**config.mk**
```make
export PLATFORM = sky130hd
export DESIGN_NAME = pclk_rate_ctrl
export DESIGN_NICKNAME = d
export VERILOG_FILES = /design/src/rtl/pclk_rate_pkg.sv /design/src/rtl/pclk_lock_qual.sv /design/src/rtl/pclk_rate_ctrl.sv
export SDC_FILE = /design/constraint.sdc
export NUM_CORES = 1
export LEC_CHECK = 0
export CAP_MARGIN = 20
export CORE_MARGIN = 2
export CORE_UTILIZATION = 46
export CTS_BUF_LIST = sky130_fd_sc_hd__clkbuf_4 sky130_fd_sc_hd__clkbuf_8
export CTS_CLUSTER_DIAMETER = 80
export CTS_CLUSTER_SIZE = 12
export DETAILED_ROUTE_END_ITERATION = 12
export PLACE_DENSITY = 0.77
export SLEW_MARGIN = 40
export SYNTH_ARGS = -nofsm -noshare
export SYNTH_HDL_FRONTEND = slang
export SYNTH_HIERARCHICAL = 1
export SYNTH_SLANG_ARGS = --single-unit
```
**constraint.sdc**
```tcl
create_clock -name Ref_Clk -period 2.1 [get_ports Ref_Clk]
set_input_delay 0.315 -clock Ref_Clk [delete_from_list [all_inputs] [get_ports Ref_Clk]]
set_output_delay 0.315 -clock Ref_Clk [all_outputs]
set_load 0.01 [all_outputs]
```
**src/rtl/pclk_rate_pkg.sv**
```systemverilog
// Shared types and constants for the PCLK rate controller: FSM states,
// legal DataBusWidth values and the matching PCLK divide ratios.
package pclk_rate_pkg;

    typedef enum logic [2:0] {
        ST_WAIT_LOCK = 3'd0,
        ST_RUN       = 3'd1,
        ST_GATE      = 3'd2,
        ST_DIV_RST   = 3'd3,
        ST_SETTLE    = 3'd4
    } state_t;

    localparam logic [5:0] W8  = 6'd8;
    localparam logic [5:0] W16 = 6'd16;
    localparam logic [5:0] W32 = 6'd32;

    localparam logic [7:0] R10 = 8'd10;
    localparam logic [7:0] R20 = 8'd20;
    localparam logic [7:0] R40 = 8'd40;

    typedef struct packed {
        logic       valid;
        logic [7:0] ratio;
    } ratio_lookup_t;

    // An illegal width reports valid=0 and a harmless default ratio.
    function automatic ratio_lookup_t width_to_ratio(input logic [5:0] width);
        ratio_lookup_t r;
        r.valid = 1'b1;
        r.ratio = R10;
        case (width)
            W8:      r.ratio = R10;
            W16:     r.ratio = R20;
            W32:     r.ratio = R40;
            default: r.valid = 1'b0;
        endcase
        return r;
    endfunction

endpackage

```
**src/rtl/pclk_lock_qual.sv**
```systemverilog
// PLL lock qualifier: declares lock after LOCK_CYC consecutive cycles of
// pll_lock high and drops it on the first cycle pll_lock is low.
module pclk_lock_qual #(
    parameter int LOCK_CYC = 16
) (
    input  logic clk,
    input  logic rst_n,
    input  logic pll_lock,
    output logic lock_hit,
    output logic locked
);

    localparam int CW = $clog2(LOCK_CYC + 1);

    logic [CW-1:0] count;

    // lock_hit marks the single edge on which lock becomes qualified.
    assign lock_hit = pll_lock && (count == CW'(LOCK_CYC - 1));

    always_ff @(posedge clk or negedge rst_n) begin
        if (!rst_n) begin
            count  <= '0;
            locked <= 1'b0;
        end else if (!pll_lock) begin
            count  <= '0;
            locked <= 1'b0;
        end else begin
            if (count != CW'(LOCK_CYC))
                count <= count + 1'b1;
            if (lock_hit)
                locked <= 1'b1;
        end
    end

endmodule

```
**src/rtl/pclk_rate_ctrl.sv**
```systemverilog
// PHY common-clock sequencer: qualifies PLL lock, then gates PCLK, resets the
// divider and loads a new ratio whenever the MAC changes DataBusWidth.
module pclk_rate_ctrl
    import pclk_rate_pkg::*;
#(
    parameter int LOCK_CYC    = 16,
    parameter int GATE_CYC    = 4,
    parameter int DIV_RST_CYC = 2,
    parameter int SETTLE_CYC  = 4
) (
    input  logic       Ref_Clk,
    input  logic       Rst_n,
    input  logic       Pll_Lock,
    input  logic [5:0] Width_Req,
    input  logic       Width_Req_Valid,
    output logic       Width_Req_Ready,
    output logic [7:0] Div_Ratio,
    output logic       Div_Rst_n,
    output logic       Pclk_En,
    output logic [5:0] Active_Width,
    output logic       Rate_Done,
    output logic       Width_Err,
    output logic       Locked
);

    localparam int MAX_A   = (GATE_CYC > DIV_RST_CYC) ? GATE_CYC : DIV_RST_CYC;
    localparam int MAX_CYC = (MAX_A > SETTLE_CYC) ? MAX_A : SETTLE_CYC;
    localparam int CW      = $clog2(MAX_CYC + 1);

    state_t        state;
    state_t        state_nxt;
    logic [CW-1:0] phase_cnt;
    logic          phase_last;
    logic          count_en;
    logic [5:0]    pend_width;
    logic [7:0]    pend_ratio;
    logic          from_lock;
    logic          lock_hit;
    logic          accept;
    logic          start_change;
    logic          same_width;
    logic          bad_width;
    ratio_lookup_t req_lookup;

    pclk_lock_qual #(
        .LOCK_CYC (LOCK_CYC)
    ) u_lock_qual (
        .clk      (Ref_Clk),
        .rst_n    (Rst_n),
        .pll_lock (Pll_Lock),
        .lock_hit (lock_hit),
        .locked   (Locked)
    );

    assign req_lookup = width_to_ratio(Width_Req);

    // Lock loss outranks a request presented in the same cycle.
    assign accept       = (state == ST_RUN) && Width_Req_Valid && Pll_Lock;
    assign start_change = accept && req_lookup.valid && (Width_Req != Active_Width);
    assign same_width   = accept && req_lookup.valid && (Width_Req == Active_Width);
    assign bad_width    = accept && !req_lookup.valid;

    always_comb begin
        count_en   = 1'b1;
        phase_last = 1'b0;
        case (state)
            ST_GATE:    phase_last = (phase_cnt == CW'(GATE_CYC - 1));
            ST_DIV_RST: phase_last = (phase_cnt == CW'(DIV_RST_CYC - 1));
            ST_SETTLE:  phase_last = (phase_cnt == CW'(SETTLE_CYC - 1));
            default:    count_en   = 1'b0;
        endcase
    end

    always_comb begin
        state_nxt = state;
        case (state)
            ST_WAIT_LOCK: if (lock_hit)     state_nxt = ST_SETTLE;
            ST_RUN:       if (start_change) state_nxt = ST_GATE;
            ST_GATE:      if (phase_last)   state_nxt = ST_DIV_RST;
            ST_DIV_RST:   if (phase_last)   state_nxt = ST_SETTLE;
            ST_SETTLE:    if (phase_last)   state_nxt = ST_RUN;
            default:                        state_nxt = ST_WAIT_LOCK;
        endcase
        if (state != ST_WAIT_LOCK && !Pll_Lock)
            state_nxt = ST_WAIT_LOCK;
    end

    // Outputs are registered from the next state so they change cleanly on
    // the same edge as the state they describe.
    always_ff @(posedge Ref_Clk or negedge Rst_n) begin
        if (!Rst_n) begin
            state           <= ST_WAIT_LOCK;
            phase_cnt       <= '0;
            pend_width      <= W8;
            pend_ratio      <= R10;
            from_lock       <= 1'b0;
            Width_Req_Ready <= 1'b0;
            Div_Ratio       <= R10;
            Div_Rst_n       <= 1'b0;
            Pclk_En         <= 1'b0;
            Active_Width    <= W8;
            Rate_Done       <= 1'b0;
            Width_Err       <= 1'b0;
        end else begin
            state           <= state_nxt;
            phase_cnt       <= (state_nxt != state || !count_en) ? '0 : phase_cnt + 1'b1;
            Width_Req_Ready <= (state_nxt == ST_RUN);
            Pclk_En         <= (state_nxt == ST_RUN);
            Div_Rst_n       <= (state_nxt == ST_RUN) || (state_nxt == ST_GATE) ||
                               (state_nxt == ST_SETTLE);
            Rate_Done       <= same_width ||
                               (state == ST_SETTLE && state_nxt == ST_RUN && !from_lock);
            Width_Err       <= bad_width;

            if (state == ST_WAIT_LOCK && state_nxt == ST_SETTLE)
                from_lock <= 1'b1;
            else if (start_change)
                from_lock <= 1'b0;

            if (start_change) begin
                pend_width <= Width_Req;
                pend_ratio <= req_lookup.ratio;
            end

            if (state == ST_GATE && state_nxt == ST_DIV_RST) begin
                Div_Ratio    <= pend_ratio;
                Active_Width <= pend_width;
            end
        end
    end

endmodule

```
==> impl_metrics.env, run 1 <==
export IMPL_antenna_cells=0
export IMPL_path_cells="clkdlybuf4s50_1 -> xor2_1 -> nor4_4 -> a211oi_4 -> buf_4 -> mux2_2"
export IMPL_worst_hold_slack_ns=0.4613
export IMPL_post_synth_xor_area_fraction_pct=4.711
export IMPL_die_w_um=67.58
export IMPL_synth_largest_area_cell="sky130_fd_sc_hd__dfrtp_1"
export IMPL_drv_cap=0
export IMPL_postSynthRegisterBits=37
export IMPL_placementRows=23
export IMPL_pin_count_of_the_biggest_net_entering_global_routing=38
export IMPL_mapped_avg_cell_area_sq_um=11.69
export IMPL_dp_final_hpwl_um=2556
export IMPL_postLayoutSetupSlackWorst_ns=0.2160
export IMPL_viasPerCell=5.240
export IMPL_clk_latency_ns=0.29
export IMPL_r2r_setup_slack_ns=0.26
export IMPL_synthTopCellsByArea="sky130_fd_sc_hd__dfrtp_1 (42%), sky130_fd_sc_hd__dfstp_2 (8.5%), sky130_fd_sc_hd__mux2_2 (8.5%)"
export IMPL_worst_setup_path_start_kind="input pin"
export IMPL_crit_buf_inv=2
export IMPL_critical_path_max_stage_delay_ns=0.59
export IMPL_drt_initial_drc_count=51
export IMPL_slew_violations=0
export IMPL_final_nets=209
export IMPL_clock_tree_htree_level_count=2
export IMPL_gr_usage_all_layers_pct=17.32
export IMPL_routedWlPerCell_um=14.24
export IMPL_detail_route_drc_violations=0
export IMPL_num_io_pins=30
export IMPL_mappedNetlistArea_sq_mm=0.001859
export IMPL_totalPowerFinal_mw=1.422
export IMPL_synth_top_family_by_area="simple AND/OR/NAND/NOR gates"
export IMPL_antenna_left=0
export IMPL_cts_repair_resize_count=0
export IMPL_postSynth_topFlopCell="sky130_fd_sc_hd__dfrtp_1"
export IMPL_worst_setup_hold_path_clk_slew_ns=0.08
export IMPL_numClockSinks=37
export IMPL_multiplexer_area_fraction_after_synthesis_pct=12.79
export IMPL_grt_pass1_wl_um=5651
export IMPL_num_vias=1289
export IMPL_p_int_mw=1.108
export IMPL_fmax_ghz=0.5308
export IMPL_rsz0062_at_grt="false"
export IMPL_finish_cell_count_without_fillers=246
export IMPL_synthMostInstantiatedCell="sky130_fd_sc_hd__dfrtp_1"
export IMPL_synth_compound_gate_area_share_pct=8.143
export IMPL_final_hold_violation_count=0
export IMPL_power_share_sequential_pct=50.8
export IMPL_async_flop_share_pct=100.0
export IMPL_start_util_pct=47.16
export IMPL_grt_antenna_before_repair=0
export IMPL_power_switching_fraction_pct=22.12
export IMPL_share_of_synthesized_cell_area_in_and_or_nand_and_nor_gates_pct=15.28
export IMPL_drive_gt1_share_pct=25.00
export IMPL_global_route_overflow_total=0
export IMPL_crit_type="in -> reg"
export IMPL_worst_path_max_delay_cell="sky130_fd_sc_hd__clkdlybuf4s50_1"
export IMPL_synth_yosys_warnings=6
export IMPL_synth_largest_type_area_fraction_pct=41.72
export IMPL_wirelength_um=3503
export IMPL_fillCellCount=312
export IMPL_final_setup_skew_ns=0.004049
export IMPL_yosysSeqAreaShare_pct=50.20
export IMPL_vdd_ir_drop_worst_uv=364.8
export IMPL_synth_distinct_cells=43
export IMPL_final_period_minus_worst_setup_slack_ns=1.884
export IMPL_layout_area_overhead_vs_synth_pct=25.30
export IMPL_worstSetupEndpointType="flop"
export IMPL_tritoncts_num_buffers=5
export IMPL_required_ns=2.28
export IMPL_cts_path_max_buffers=2
export IMPL_top_cell_types_by_occurrence_after_synthesis="sky130_fd_sc_hd__dfrtp_1 (31), sky130_fd_sc_hd__mux2_2 (14), sky130_fd_sc_hd__inv_1 (9), sky130_fd_sc_hd__nand2_1 (9)"
export IMPL_place_worst_setup_slack_ns=-0.08647
export IMPL_min_period_over_period_pct=89.72
export IMPL_p_switching_mw=0.3147
export IMPL_clock_power_share_pct=43.3
export IMPL_placeable_core_area_sq_mm=0.003943
export IMPL_post_synth_fa_ha_maj_area_fraction_pct=2.692
export IMPL_synth_cells=159
export IMPL_cts_root_buffer_cell="sky130_fd_sc_hd__clkbuf_8"
export IMPL_power_share_combinational_pct=5.9
export IMPL_class_of_the_worst_hold_path="in -> async"
export IMPL_die_height_um=67.58
export IMPL_io_buffer_count=26
export IMPL_path_delay_family="buffers and inverters"
export IMPL_total_leakage_power_nw=1.053
export IMPL_power_density_mw_per_mm2=610.5
export IMPL_run_status="finished clean"
export IMPL_pre_antenna_drt_iters=4
export IMPL_gp_congestion=0.8401
export IMPL_die_area_sq_mm=0.004566
export IMPL_first_global_vias=1194
export IMPL_cts_hold_buf=0
export IMPL_timing_critical_path_arrival_ns=2.07
export IMPL_clock_tree_from_tritoncts="done"
export IMPL_crit_path_max_fanout=6
export IMPL_postCtsSetupRepairBufs=0
export IMPL_dp_cells=238
export IMPL_setup_viol=0
export IMPL_synth_enable_flop_cells=0
[final timing paths]
kind                                    start            endpoint  cells after the start
max                              Width_Req[5]       pend_width[4]                      6
max reg2reg                          state[1]       pend_width[4]                      5
min reg2reg                u_lock_qual/locked  u_lock_qual/locked                      1
max in group asynchronous               Rst_n     Active_Width[3]                      2
min in group Ref_Clk       u_lock_qual/locked  u_lock_qual/locked                      1
min                                     Rst_n       pend_width[4]                      2
[routing by layer]
layer | vias up | track usage [%] | wire length (um)
met3 | 7 | 5.667 | 162
met4 | 0 | 8.929 | 72
li1 | 611 | - | -
met2 | 38 | 27.82 | 1816
met1 | 633 | 20.64 | 1452
met5 | - | 0 | 0
[cell type report]
type	instances	area [sq um]	share of cell area, %
Sequential cell	37	933.4	40.06
Multi-Input combinational cell	104	822.0	35.28
Timing Repair Buffer	38	362.8	15.57
Clock buffer	5	68.82	2.954
Tap cell	50	62.56	2.685
Clock inverter	3	46.29	1.987
Inverter	9	33.78	1.450
[flip-flops by register name, summed over array words and instances (netlist names), 3 cells and up]
register	flops
Active_Width	6
Div_Ratio	4
pend_ratio	4
pend_width	6
phase_cnt	3
state	3
u_lock_qual/count	5
[power by group through the flow]
stage               logic (mW)  registers [mW]  clock network [mW]
floorplan               0.0411           0.735                   0
global placement        0.0788           0.736                   0
detailed placement      0.0844           0.736                   0
CTS                     0.0853           0.723               0.633
global route            0.0934           0.723               0.663
finish                  0.0834           0.723               0.616
[layout by cell type (no fill, tap or decap), types with 6 or more instances in the layout]
cell type	synthesis	routed
sky130_fd_sc_hd__buf_4	5	11
sky130_fd_sc_hd__clkdlybuf4s50_1	0	26
sky130_fd_sc_hd__dfrtp_1	31	31
sky130_fd_sc_hd__dfstp_2	6	6
sky130_fd_sc_hd__inv_1	9	9
sky130_fd_sc_hd__mux2_2	14	14
sky130_fd_sc_hd__nand2_1	9	9
sky130_fd_sc_hd__nor2_1	8	8
sky130_fd_sc_hd__o21ai_0	6	6
sky130_fd_sc_hd__xor2_1	8	8
[logic make-up after synthesis]
logic type / Yosys count
and+or+nand+nor: 46
DFF: 37
muxes: 21
AOI/OAI and AO/OA: 20
buffers and inverters: 20
xor gates and xnor gates: 10
adders and majority gates: 4
other: 1
[stage by stage]
| step | setup TNS (ns) | utilization [%] | area [sq um] |
|---|---|---|---|
| 2_1_floorplan | 0 | - | 1867 |
| 3_3_place_gp | -0.007422 | 56.17 | 2215 |
| 3_5_place_dp | -0.3012 | 56.17 | 2215 |
| 4_1_cts | 0 | 59.09 | 2330 |
| 5_1_grt | 0 | 59.09 | 2330 |
| 6_report | 0 | 59.09 | 2330 |
Note: power is estimated with default switching activity, not from simulation.
==> run 2: changes to the inputs <==
Settings changed: SKIP_CTS_REPAIR_TIMING from default to 1.
==> results of run 2 <==
Final layout, timing and power as in run 1 (identical DEF).
==> run 3: changes to the inputs <==
Settings changed: CORE_MARGIN 2 to 3.
==> impl_metrics.env, run 3 (same netlist as run 1, synthesis figures left out) <==
export IMPL_die_height_um=69.58
export IMPL_fmax_ghz=0.5256
export IMPL_run_status="finished clean"
export IMPL_dp_final_hpwl_um=2574
export IMPL_power_share_sequential_pct=50.5
export IMPL_grt_antenna_before_repair=0
export IMPL_rsz0062_at_grt="false"
export IMPL_final_setup_skew_ns=0.006400
export IMPL_gr_usage_all_layers_pct=16.44
export IMPL_die_area_sq_mm=0.004841
export IMPL_placed_area_sq_mm=0.002220
export IMPL_antenna_cells=0
export IMPL_crit_buf_inv=2
export IMPL_clock_tree_from_tritoncts="done"
export IMPL_worstReg2RegEnd="pend_width[5]"
export IMPL_numClockSinks=37
export IMPL_wirelength_um=3561
export IMPL_clock_tree_htree_level_count=2
export IMPL_cts_path_max_buffers=2
export IMPL_power_switching_fraction_pct=22.59
export IMPL_final_period_minus_worst_setup_slack_ns=1.902
export IMPL_routedWlPerCell_um=14.53
export IMPL_sequential_cell_area_sq_um=933.4
export IMPL_biggestRegsByFlops="Active_Width: 6 flops, pend_width: 6 flops, u_lock_qual/count: 5 flops"
export IMPL_path_delay_family="buffers and inverters"
export IMPL_placeable_core_area_sq_mm=0.003771
export IMPL_pin_count_of_the_biggest_net_entering_global_routing=38
export IMPL_placementRows=22
export IMPL_multi_input_comb_area_sq_um=822.0
export IMPL_pre_antenna_drt_iters=4
export IMPL_drv_cap=0
export IMPL_crit_type="in -> reg"
export IMPL_critical_path_max_stage_delay_ns=0.60
export IMPL_viasPerCell=5.163
export IMPL_gp_congestion=0.9011
export IMPL_slew_violations=0
export IMPL_num_vias=1265
export IMPL_clk_latency_ns=0.29
export IMPL_crit_path_max_fanout=5
export IMPL_min_period_over_period_pct=90.59
export IMPL_dp_cells=237
export IMPL_final_setup_tns_ns=0
export IMPL_first_global_vias=1271
export IMPL_tritoncts_num_buffers=5
export IMPL_detail_route_drc_violations=0
export IMPL_num_io_pins=30
export IMPL_postLayoutSetupSlackWorst_ns=0.1976
export IMPL_required_ns=2.28
export IMPL_final_nets=210
export IMPL_grt_pass1_wl_um=6251
export IMPL_worst_path_max_delay_cell="sky130_fd_sc_hd__clkdlybuf4s50_1"
export IMPL_cts_root_buffer_cell="sky130_fd_sc_hd__clkbuf_8"
export IMPL_start_util_pct=49.30
export IMPL_vdd_ir_drop_worst_uv=585.3
export IMPL_p_int_mw=1.109
export IMPL_antenna_left=0
export IMPL_worst_setup_path_start_kind="input pin"
export IMPL_worstRegToRegCells=5
export IMPL_place_worst_setup_slack_ns=-0.09451
export IMPL_finish_instance_area_sq_mm=0.002335
export IMPL_total_leakage_power_nw=1.057
export IMPL_final_hold_violation_count=0
export IMPL_layout_cells_most_common_list="sky130_fd_sc_hd__dfrtp_1 (31), sky130_fd_sc_hd__clkdlybuf4s50_1 (26), sky130_fd_sc_hd__mux2_2 (14)"
export IMPL_io_buffer_count=26
export IMPL_power_share_combinational_pct=5.8
export IMPL_clock_power_share_pct=43.7
export IMPL_drive_gt1_share_pct=25.38
export IMPL_p_switching_mw=0.3235
export IMPL_path_cells="clkdlybuf4s50_1 -> xor2_1 -> nor4_4 -> a211oi_4 -> buf_4 -> mux2_2"
export IMPL_die_w_um=69.58
export IMPL_timing_critical_path_arrival_ns=2.08
export IMPL_layout_commonest_cell="sky130_fd_sc_hd__dfrtp_1"
export IMPL_class_of_the_worst_hold_path="in -> async"
export IMPL_drt_initial_drc_count=72
export IMPL_global_route_overflow_total=0
export IMPL_finish_cell_count_without_fillers=245
export IMPL_r2r_setup_slack_ns=0.20
export IMPL_worstSetupEndpointType="flop"
export IMPL_r2r_start="state[1]"
export IMPL_power_density_mw_per_mm2=613.4
export IMPL_setup_viol=0
export IMPL_worst_setup_hold_path_clk_slew_ns=0.08
export IMPL_layout_area_overhead_vs_synth_pct=25.57
export IMPL_fillCellCount=289
run 3: cell types whose count changed in the layout (fill, tap and decap cells not counted), sizes merged:
cell  delta
buf      +1
run 3: worst max path at each step:
stage,endpoint,slack [ns],cells past startpoint,from
after floorplan,pend_ratio[4],0.31,5,Active_Width[3]
after global placement,pend_ratio[5],-0.02,6,Width_Req[5]
after detailed placement,pend_width[5],-0.09,6,Width_Req[3]
after CTS,pend_width[5],0.20,6,Width_Req[3]
after global routing,pend_width[5],0.13,5,state[1]
final,pend_width[5],0.20,6,Width_Req[3]
run 3: layout make-up:
class | instances | area share (%)
Clock inverter | 3 | 1.983
Inverter | 9 | 1.447
Timing Repair Buffer | 39 | 15.86
Multi-Input combinational cell | 104 | 35.21
Sequential cell | 37 | 39.98
Tap cell | 48 | 2.572
Clock buffer | 5 | 2.947
run 3: stage by stage:
| step | hold slack [ns] | power [mW] | utilization [%] |
|---|---|---|---|
| 2_1_floorplan | 0.01941 | 0.7762 | - |
| 3_3_place_gp | 0.4597 | 0.8164 | 58.86 |
| 3_5_place_dp | 0.4703 | 0.8206 | 58.86 |
| 4_1_cts | 0.4464 | 1.445 | 61.91 |
| 5_1_grt | 0.4561 | 1.500 | 61.91 |
| 6_report | 0.4312 | 1.432 | 61.91 |
run 3: power groups by stage:
stage / combinational, mW / sequential (mW) / clock (mW)
after CTS: 0.0855 / 0.723 / 0.637
after floorplan: 0.0411 / 0.735 / 0
after global placement: 0.0807 / 0.736 / 0
final: 0.0835 / 0.723 / 0.626
after detailed placement: 0.0843 / 0.736 / 0
after global routing: 0.0935 / 0.724 / 0.683
run 3: layer usage:
metal,routed length (um),track usage [%],vias to the layer above
li1,-,-,607
met1,1545,20.75,619
met2,1810,26.38,35
met3,159,4.928,4
met4,45,6.508,0
met5,0,0,-
